$ cat src/rtl/tile_sched_controller.sv
// Weight-tile scheduler: preloads tile 0, prefetches tile N+1 into the shadow buffer while tile N streams,
// and emits a SWITCH_DLY-delayed buffer swap pulse. Define TILE_SCHED_PERF_CNT_EN to add the stall_cycles counter.
module tile_sched_controller #(
  parameter int TILE_W     = 8,
  parameter int PASS_W     = 8,
  parameter int SWITCH_DLY = 1
) (
  input  logic              clk,
  input  logic              rst,
  input  logic              start,
  input  logic [TILE_W-1:0] num_tiles,
  input  logic [PASS_W-1:0] if_passes,
  input  logic              w_done,
  input  logic              if_done,
  output logic              w_read,
  output logic              if_read,
  output logic              clr_w,
  output logic              clr_if,
  output logic              switch,
  output logic              ready,
  output logic              done,
  output logic [TILE_W-1:0] tile_idx
`ifdef TILE_SCHED_PERF_CNT_EN
  ,
  output logic [31:0]       stall_cycles
`endif
);

  typedef enum logic [2:0] {
    IDLE    = 3'd0,
    PRELOAD = 3'd1,
    SWAP    = 3'd2,
    STREAM  = 3'd3,
    DRAIN   = 3'd4,
    FINISH  = 3'd5
  } state_t;

  state_t              state;
  state_t              state_nxt;
  logic [TILE_W-1:0]   last_tile;
  logic [PASS_W-1:0]   pass_last;
  logic [PASS_W-1:0]   pass_cnt;
  logic                w_loaded;
  logic                has_next;
  logic                accept;
  logic                tile_inc;
  logic                pass_inc;
  logic                swap_req;
  logic [SWITCH_DLY-1:0] swap_req_p;

  // Only meaningful outside IDLE, where last_tile holds the latched job size.
  assign has_next = (tile_idx < last_tile);

  always_comb begin
    state_nxt = state;
    w_read    = 1'b0;
    if_read   = 1'b0;
    clr_w     = 1'b0;
    clr_if    = 1'b0;
    ready     = 1'b0;
    swap_req  = 1'b0;
    accept    = 1'b0;
    tile_inc  = 1'b0;
    pass_inc  = 1'b0;
    case (state)
      IDLE: begin
        ready = 1'b1;
        if (start && (num_tiles != '0)) begin
          accept    = 1'b1;
          clr_w     = 1'b1;
          state_nxt = PRELOAD;
        end
      end
      PRELOAD: begin
        w_read = 1'b1;
        if (w_done) state_nxt = SWAP;
      end
      SWAP: begin
        swap_req  = 1'b1;
        clr_if    = 1'b1;
        clr_w     = has_next;
        state_nxt = STREAM;
      end
      STREAM: begin
        if_read = 1'b1;
        w_read  = has_next && !w_loaded;
        if (if_done) begin
          if (pass_cnt < pass_last) begin
            pass_inc = 1'b1;
            clr_if   = 1'b1;
          end else if (!has_next) begin
            state_nxt = FINISH;
          end else if (w_loaded || w_done) begin
            tile_inc  = 1'b1;
            state_nxt = SWAP;
          end else begin
            state_nxt = DRAIN;
          end
        end
      end
      DRAIN: begin
        w_read = 1'b1;
        if (w_done) begin
          tile_inc  = 1'b1;
          state_nxt = SWAP;
        end
      end
      FINISH:  state_nxt = IDLE;
      default: state_nxt = IDLE;
    endcase
  end

  always_ff @(posedge clk) begin
    if (rst) begin
      state    <= IDLE;
      tile_idx <= '0;
      pass_cnt <= '0;
      w_loaded <= 1'b0;
      done     <= 1'b0;
    end else begin
      state <= state_nxt;
      done  <= (state == FINISH);
      if (accept)        tile_idx <= '0;
      else if (tile_inc) tile_idx <= tile_idx + TILE_W'(1);
      if (state == SWAP) pass_cnt <= '0;
      else if (pass_inc) pass_cnt <= pass_cnt + PASS_W'(1);
      if (state == SWAP)                      w_loaded <= 1'b0;
      else if ((state == STREAM) && w_done)   w_loaded <= 1'b1;
    end
  end

  // Job configuration; a pass count of zero behaves as a single pass.
  always_ff @(posedge clk) begin
    if (accept) begin
      last_tile <= num_tiles - TILE_W'(1);
      pass_last <= (if_passes == '0) ? '0 : (if_passes - PASS_W'(1));
    end
  end

  // ---- swap delay line: stage 0 .. SWITCH_DLY-1 ----
  always_ff @(posedge clk) begin
    if (rst) begin
      swap_req_p <= '0;
    end else begin
      swap_req_p[0] <= swap_req;
      for (int i = 1; i < SWITCH_DLY; i++) swap_req_p[i] <= swap_req_p[i-1];
    end
  end

  assign switch = swap_req_p[SWITCH_DLY-1];

`ifdef TILE_SCHED_PERF_CNT_EN
  function automatic logic [31:0] sat_inc32(input logic [31:0] v);
    return (v == 32'hFFFF_FFFF) ? v : (v + 32'd1);
  endfunction

  always_ff @(posedge clk) begin
    if (rst)                  stall_cycles <= '0;
    else if (accept)          stall_cycles <= '0;
    else if (state == DRAIN)  stall_cycles <= sat_inc32(stall_cycles);
  end
`endif

endmodule

$ cat config.mk
export PLATFORM = sky130hd
export DESIGN_NAME = tile_sched_controller
export DESIGN_NICKNAME = d
export VERILOG_FILES = /design/src/rtl/tile_sched_controller.sv
export SDC_FILE = /design/constraint.sdc
export NUM_CORES = 1
export LEC_CHECK = 0
export ABC_CLOCK_PERIOD_IN_PS = 3700
export BUFFER_PORTS_ARGS = -buffer_cell sky130_fd_sc_hd__buf_2
export CORE_UTILIZATION = 61
export DETAILED_ROUTE_END_ITERATION = 6
export PLACE_DENSITY = 0.84
export SYNTH_ARGS = -nofsm -noshare
export SYNTH_HDL_FRONTEND = slang
export SYNTH_SLANG_ARGS = --single-unit
$ cat constraint.sdc
create_clock -name clk -period 3.7 [get_ports clk]
set_clock_uncertainty 0.1 [all_clocks]
set_input_delay 0.37 -clock clk [delete_from_list [all_inputs] [get_ports clk]]
set_output_delay 0.37 -clock clk [all_outputs]
set_load 0.01 [all_outputs]
==> results.toml, run 1 <==
[outcome]
status = "finished clean"

[floorplan]
core_sq_um = 3470
initial_utilization = 0.661
fp.dieW_microns = 63.3
die_h_microns = 63.3
die_area_sq_um = 4000
pin_count = 36
rows = 21

[critical_path]
critPathKind = "flip-flop to primary output"
cp.required_ps = 3230
cp_common_cell = "o21ai_0"
crit_path_cell_trace = "ha_1, a211o_1, a31oi_1, o21ai_0, o21ai_0, nand2_1, o21ai_0, buf_2"
cp-end-kind = "primary output"
slowest_stage = "dfxtp_1"
start_kind = "flip-flop"
cp.arrival_ps = 2230
cpPeakStageDelay_ps = 450
critical_path.top_delay_family = "compound AO/OA/AOI/OAI gates"
critPathMaxFanout = 8
path_buf_inv = 1

[sta]
holdWs_ps = 257
drv_slew = 0
period_share = 0.731
tightest_slew_ps = 684
slew_headroom = 0.543
tns_ps = 0
fmax_mhz = 370
setup_viol = 0
layout_min_cycle_time_ps = 2700
setup_ws_ps = 997
rsz0062_at_grt = "false"
hold_viol = 0

[power]
powerDensity_nw_per_um2 = 356
vdd_drop_max_v = 0.000196
p_leak_uw = 0.00113

[global_routing]
grt_pass1_wl_mm = 7.51
grtUsageMet1 = 0.319
top_usage_layer = "met2"
grtUsageMet2 = 0.371
grt_max_degree = 19
grt_pass1_vias = 1665
met3_usage = 0.0616
grt_overflow = 0
grt_usage = 0.241
antenna_found_initial = 0

[detailed_routing]
drtIter0Drc = 180
vias_per_cell = 5.52
first_pass_iters = 4
wl_mm = 4.35
wl_per_cell_microns = 13.3
drc = 0
vias = 1809
ant_nets = 0

[clock_tree]
cts_hold_buf = 0
numCtsBuffers = 5
clockBufferDepth = 2
clkLatencyLatePin_ps = 290
cts_sinks = 38
cts_tree = "yes"
postCtsSetupRepairBufs = 0
cts-root-buf = "clkbuf_8"
cts.repair.resized = 0
h-tree-depth = 2
path_clk_slew_ps = 70

[logic_synthesis]
syn_nets = 287
yosysWarnings = 0
synth.distinct_cells = 44
synth_top_area_cell = "edfxtp_1"
synthTopCellsByArea = "edfxtp_1, dfxtp_1, ha_1"
seq_area_frac_synth = 0.402
synth-edff-count = 16
yosysMostFrequentCell = "nor2_1"
async_flop_share = 0
syn_inst = 246
synth_flop_cell = "dfxtp_1"
netlist_top_cells_count = "nor2_1, inv_1, dfxtp_1"
synth_area_per_cell_sq_um = 9.31
synth-seq-cells = 38
synth_top_area_share = 0.210
syn_area_sq_um = 2290

[min_path]
holdCritPathClass = "primary input to flip-flop"

[job]
drv_cap = 0

[placed_design]
dpl_cell_area_sq_um = 2490
dp_hpwl_mm = 3.32
pre_cts_ws_ps = 1220
gp_congestion = 0.914
io_buffer_count = 35

[layout]
nets = 322
drive_gt1_frac = 0.191
final_cell_area_sq_um = 2580
fin_util = 0.743
area_growth_pct = 12.5
diodes = 0
## report_power, final
group          switching (uW)  internal, uW
clock                     138           152
combinational            88.7          56.9
sequential               15.6           466
total                     243           675
## path summary, 6_finish.rpt
kind                                                from                  endpoint  slack (ps)  cells after the start
worst min-delay path                                 rst     state[2]$_SDFFE_PP0P_         260                      2
worst max-delay path            tile_idx[2]$_SDFFE_PP0P_                    w_read        1000                      8
worst max register to register  tile_idx[2]$_SDFFE_PP0P_  tile_idx[6]$_SDFFE_PP0P_        1190                      7
worst min register to register     w_loaded$_SDFFE_PP0P_     w_loaded$_SDFFE_PP0P_         440                      2
## logic make-up after synthesis
family,after synthesis,synth area share
AND/OR/NAND/NOR,90,0.202
AO/OA/AOI/OAI,44,0.142
flip-flops,38,0.402
buffers and inverters,31,0.0557
adder cells (fa/ha/maj),21,0.114
XOR/XNOR,20,0.0765
multiplexers,2,0.00874
## metal layers
layer,vias to the layer above,share of wire,wire length (microns)
li1,932,-,-
met3,9,0.056,245
met2,61,0.46,2010
met5,-,0,0
met1,807,0.46,2000
met4,0,0.023,102
## through the flow
step                total power, uW  instances
floorplan                       586        246
global placement                629        320
detailed placement              635        320
CTS                             924        328
global route                    961        328
finish                          918        328
## cells in the final DEF (no fill, tap or decap), types with 3 or more instances in the layout
master    instances
buf_2            35
nor2_1           27
inv_1            24
dfxtp_1          22
ha_1             20
edfxtp_1         16
nand2_1          15
o21ai_0          14
xor2_1           13
nand3_1           9
or3_1             8
a21oi_1           8
xnor2_1           7
a21oi_2           6
clkbuf_8          6
nor3_1            5
nand2b_1          4
nand4_1           4
and3_1            4
a21o_1            3
## sequential cells by signal, summed over array words and instances (netlist names)
name and count:
done 1, last_tile 8, pass_cnt 8, pass_last 8, state 3, switch 1
tile_idx 8, w_loaded 1
## area by class of cell
type	count	area, sq um
clock buffers	8	90.1
well taps	46	57.6
flip-flops and latches	38	921
inverters	24	90.1
multi-input cells	177	1240
repair buffers	35	175
fillers	256	892
Note: power is estimated with default switching activity, not from simulation.
==> inputs of run 2 (changes only) <==
--- a/config.mk
+++ b/config.mk
@@ -5,11 +5,11 @@
 export SDC_FILE = /design/constraint.sdc
 export NUM_CORES = 1
 export LEC_CHECK = 0
-export ABC_CLOCK_PERIOD_IN_PS = 3700
+export ABC_CLOCK_PERIOD_IN_PS = 2500
 export BUFFER_PORTS_ARGS = -buffer_cell sky130_fd_sc_hd__buf_2
-export CORE_UTILIZATION = 61
+export CORE_UTILIZATION = 56
 export DETAILED_ROUTE_END_ITERATION = 6
-export PLACE_DENSITY = 0.84
+export PLACE_DENSITY = 0.78
 export SYNTH_ARGS = -nofsm -noshare
 export SYNTH_HDL_FRONTEND = slang
 export SYNTH_SLANG_ARGS = --single-unit
==> constraint.sdc (replaced) <==
create_clock -name clk -period 2.5 [get_ports clk]
set_clock_uncertainty 0.1 [all_clocks]
set_input_delay 0.25 -clock clk [delete_from_list [all_inputs] [get_ports clk]]
set_output_delay 0.25 -clock clk [all_outputs]
set_load 0.01 [all_outputs]
==> results.toml, run 2 (synthesis gave the netlist of run 1 again) <==
[layout]
fin_cells = 336
final_cell_mix = "buf_2, nor2_1, inv_1"
final_cell_area_sq_um = 2650
final_common_cell = "buf_2"
diodes = 0
nets = 328
area_growth_pct = 15.5
drive_gt1_frac = 0.219
fin_util = 0.697

[clock_tree]
numCtsBuffers = 5
clockBufferDepth = 2
path_clk_slew_ps = 70
clkLatencyLatePin_ps = 290
cts_sinks = 38
h-tree-depth = 2
cts-root-buf = "clkbuf_8"
cts_tree = "yes"

[detailed_routing]
ant_nets = 0
met2_length_mm = 2.01
first_pass_iters = 5
wl_met1_mm = 2.01
dr_wl_met3_microns = 240
vias = 1838
top_layer_used = "met4"
vias_per_cell = 5.47
wl_per_cell_microns = 12.8
drtIter0Drc = 146
wl_mm = 4.31
drc = 0

[placed_design]
placedCellCount = 328
dp_hpwl_mm = 3.24
gp_congestion = 0.859
dpl_cell_area_sq_um = 2530
io_buffer_count = 35

[sta]
slew_headroom = 0.584
holdWs_ps = 139
tightest_slew_ps = 624
period_share = 0.964
layout_min_cycle_time_ps = 2410
hold_viol = 0
setup_viol = 0
drv_slew = 0
fmax_mhz = 415

[global_routing]
grt_overflow = 0
grt_pass1_wl_mm = 7.13
grt_max_degree = 18
antenna_found_initial = 0
grt_pass1_vias = 1640
grt_usage = 0.216

[power]
p_leak_uw = 0.00117
vdd_drop_max_v = 0.000309
powerDensity_nw_per_um2 = 503

[floorplan]
initial_utilization = 0.603
pin_count = 36
fp.dieW_microns = 66.0
rows = 22
die_h_microns = 66.0
die_area_sq_um = 4350
core_sq_um = 3800

[critical_path]
critPathMaxFanout = 3
cp.arrival_ps = 2060
cp.required_ps = 2150
cp-end-kind = "primary output"
start_kind = "flip-flop"
critPathKind = "flip-flop to primary output"

[min_path]
holdCritPathClass = "primary input to flip-flop"

[job]
drv_cap = 0

[outcome]
status = "finished clean"
run 2: final cells by class:
| class | count | area (sq um) |
|---|---|---|
| clock inverters | 2 | 8.76 |
| inverters | 24 | 90.1 |
| repair buffers | 41 | 220 |
| well taps | 48 | 60.1 |
| fillers | 297 | 1150 |
| flip-flops and latches | 38 | 921 |
| multi-input cells | 177 | 1270 |
| clock buffers | 6 | 72.6 |
run 2: per-stage QoR:
stage | total power [uW] | setup slack (ps) | TNS, ps
finish | 1330 | 88.9 | 0
global route | 1400 | -29.8 | -56.5
global placement | 936 | 145 | 0
CTS | 1330 | 2.41 | 0
floorplan | 868 | 221 | 0
detailed placement | 941 | 53.7 | 0
run 2: worst paths after layout:
path | end | start | cells past startpoint | slack [ps]
hold / removal | state[2]$_SDFFE_PP0P_ | rst | 2 | 140
setup reg to reg | tile_idx[6]$_SDFFE_PP0P_ | last_tile[2]$_DFFE_PP_ | 8 | 140
hold reg to reg | w_loaded$_SDFFE_PP0P_ | w_loaded$_SDFFE_PP0P_ | 2 | 410
setup / recovery | w_read | last_tile[2]$_DFFE_PP_ | 9 | 90
run 2: routing by layer:
layer	track usage	vias up
li1	-	945
met1	0.293	828
met2	0.335	59
met3	0.0517	6
met4	0.0771	0
met5	0	-
run 2: worst max-delay path, stage by stage, from the launching register on:
cell and delay [ps]:
edfxtp_1 370, inv_1 80, ha_1 270, a211o_1 310, a31oi_4 180, o21ai_2 100, o21ai_1 120, nand2_1 60
o21ai_1 140, buf_2 150
run 2: where the power goes:
| group | leakage [uW] | switching (uW) | total (uW) | internal, uW |
|---|---|---|---|---|
| Clock | 0.0000426 | 204 | 395 | 192 |
| Sequential | 0.000329 | 22.5 | 712 | 690 |
| Combinational | 0.000794 | 134 | 224 | 90.6 |
run 2: what timing repair did:
action	4_1_cts	5_1_grt
pin swaps	0	1
endpoints found under the setup margin	1	9
hold endpoints to repair	0	0
hold buffers	0	0
gates resized for setup	1	7
setup buffers	0	0
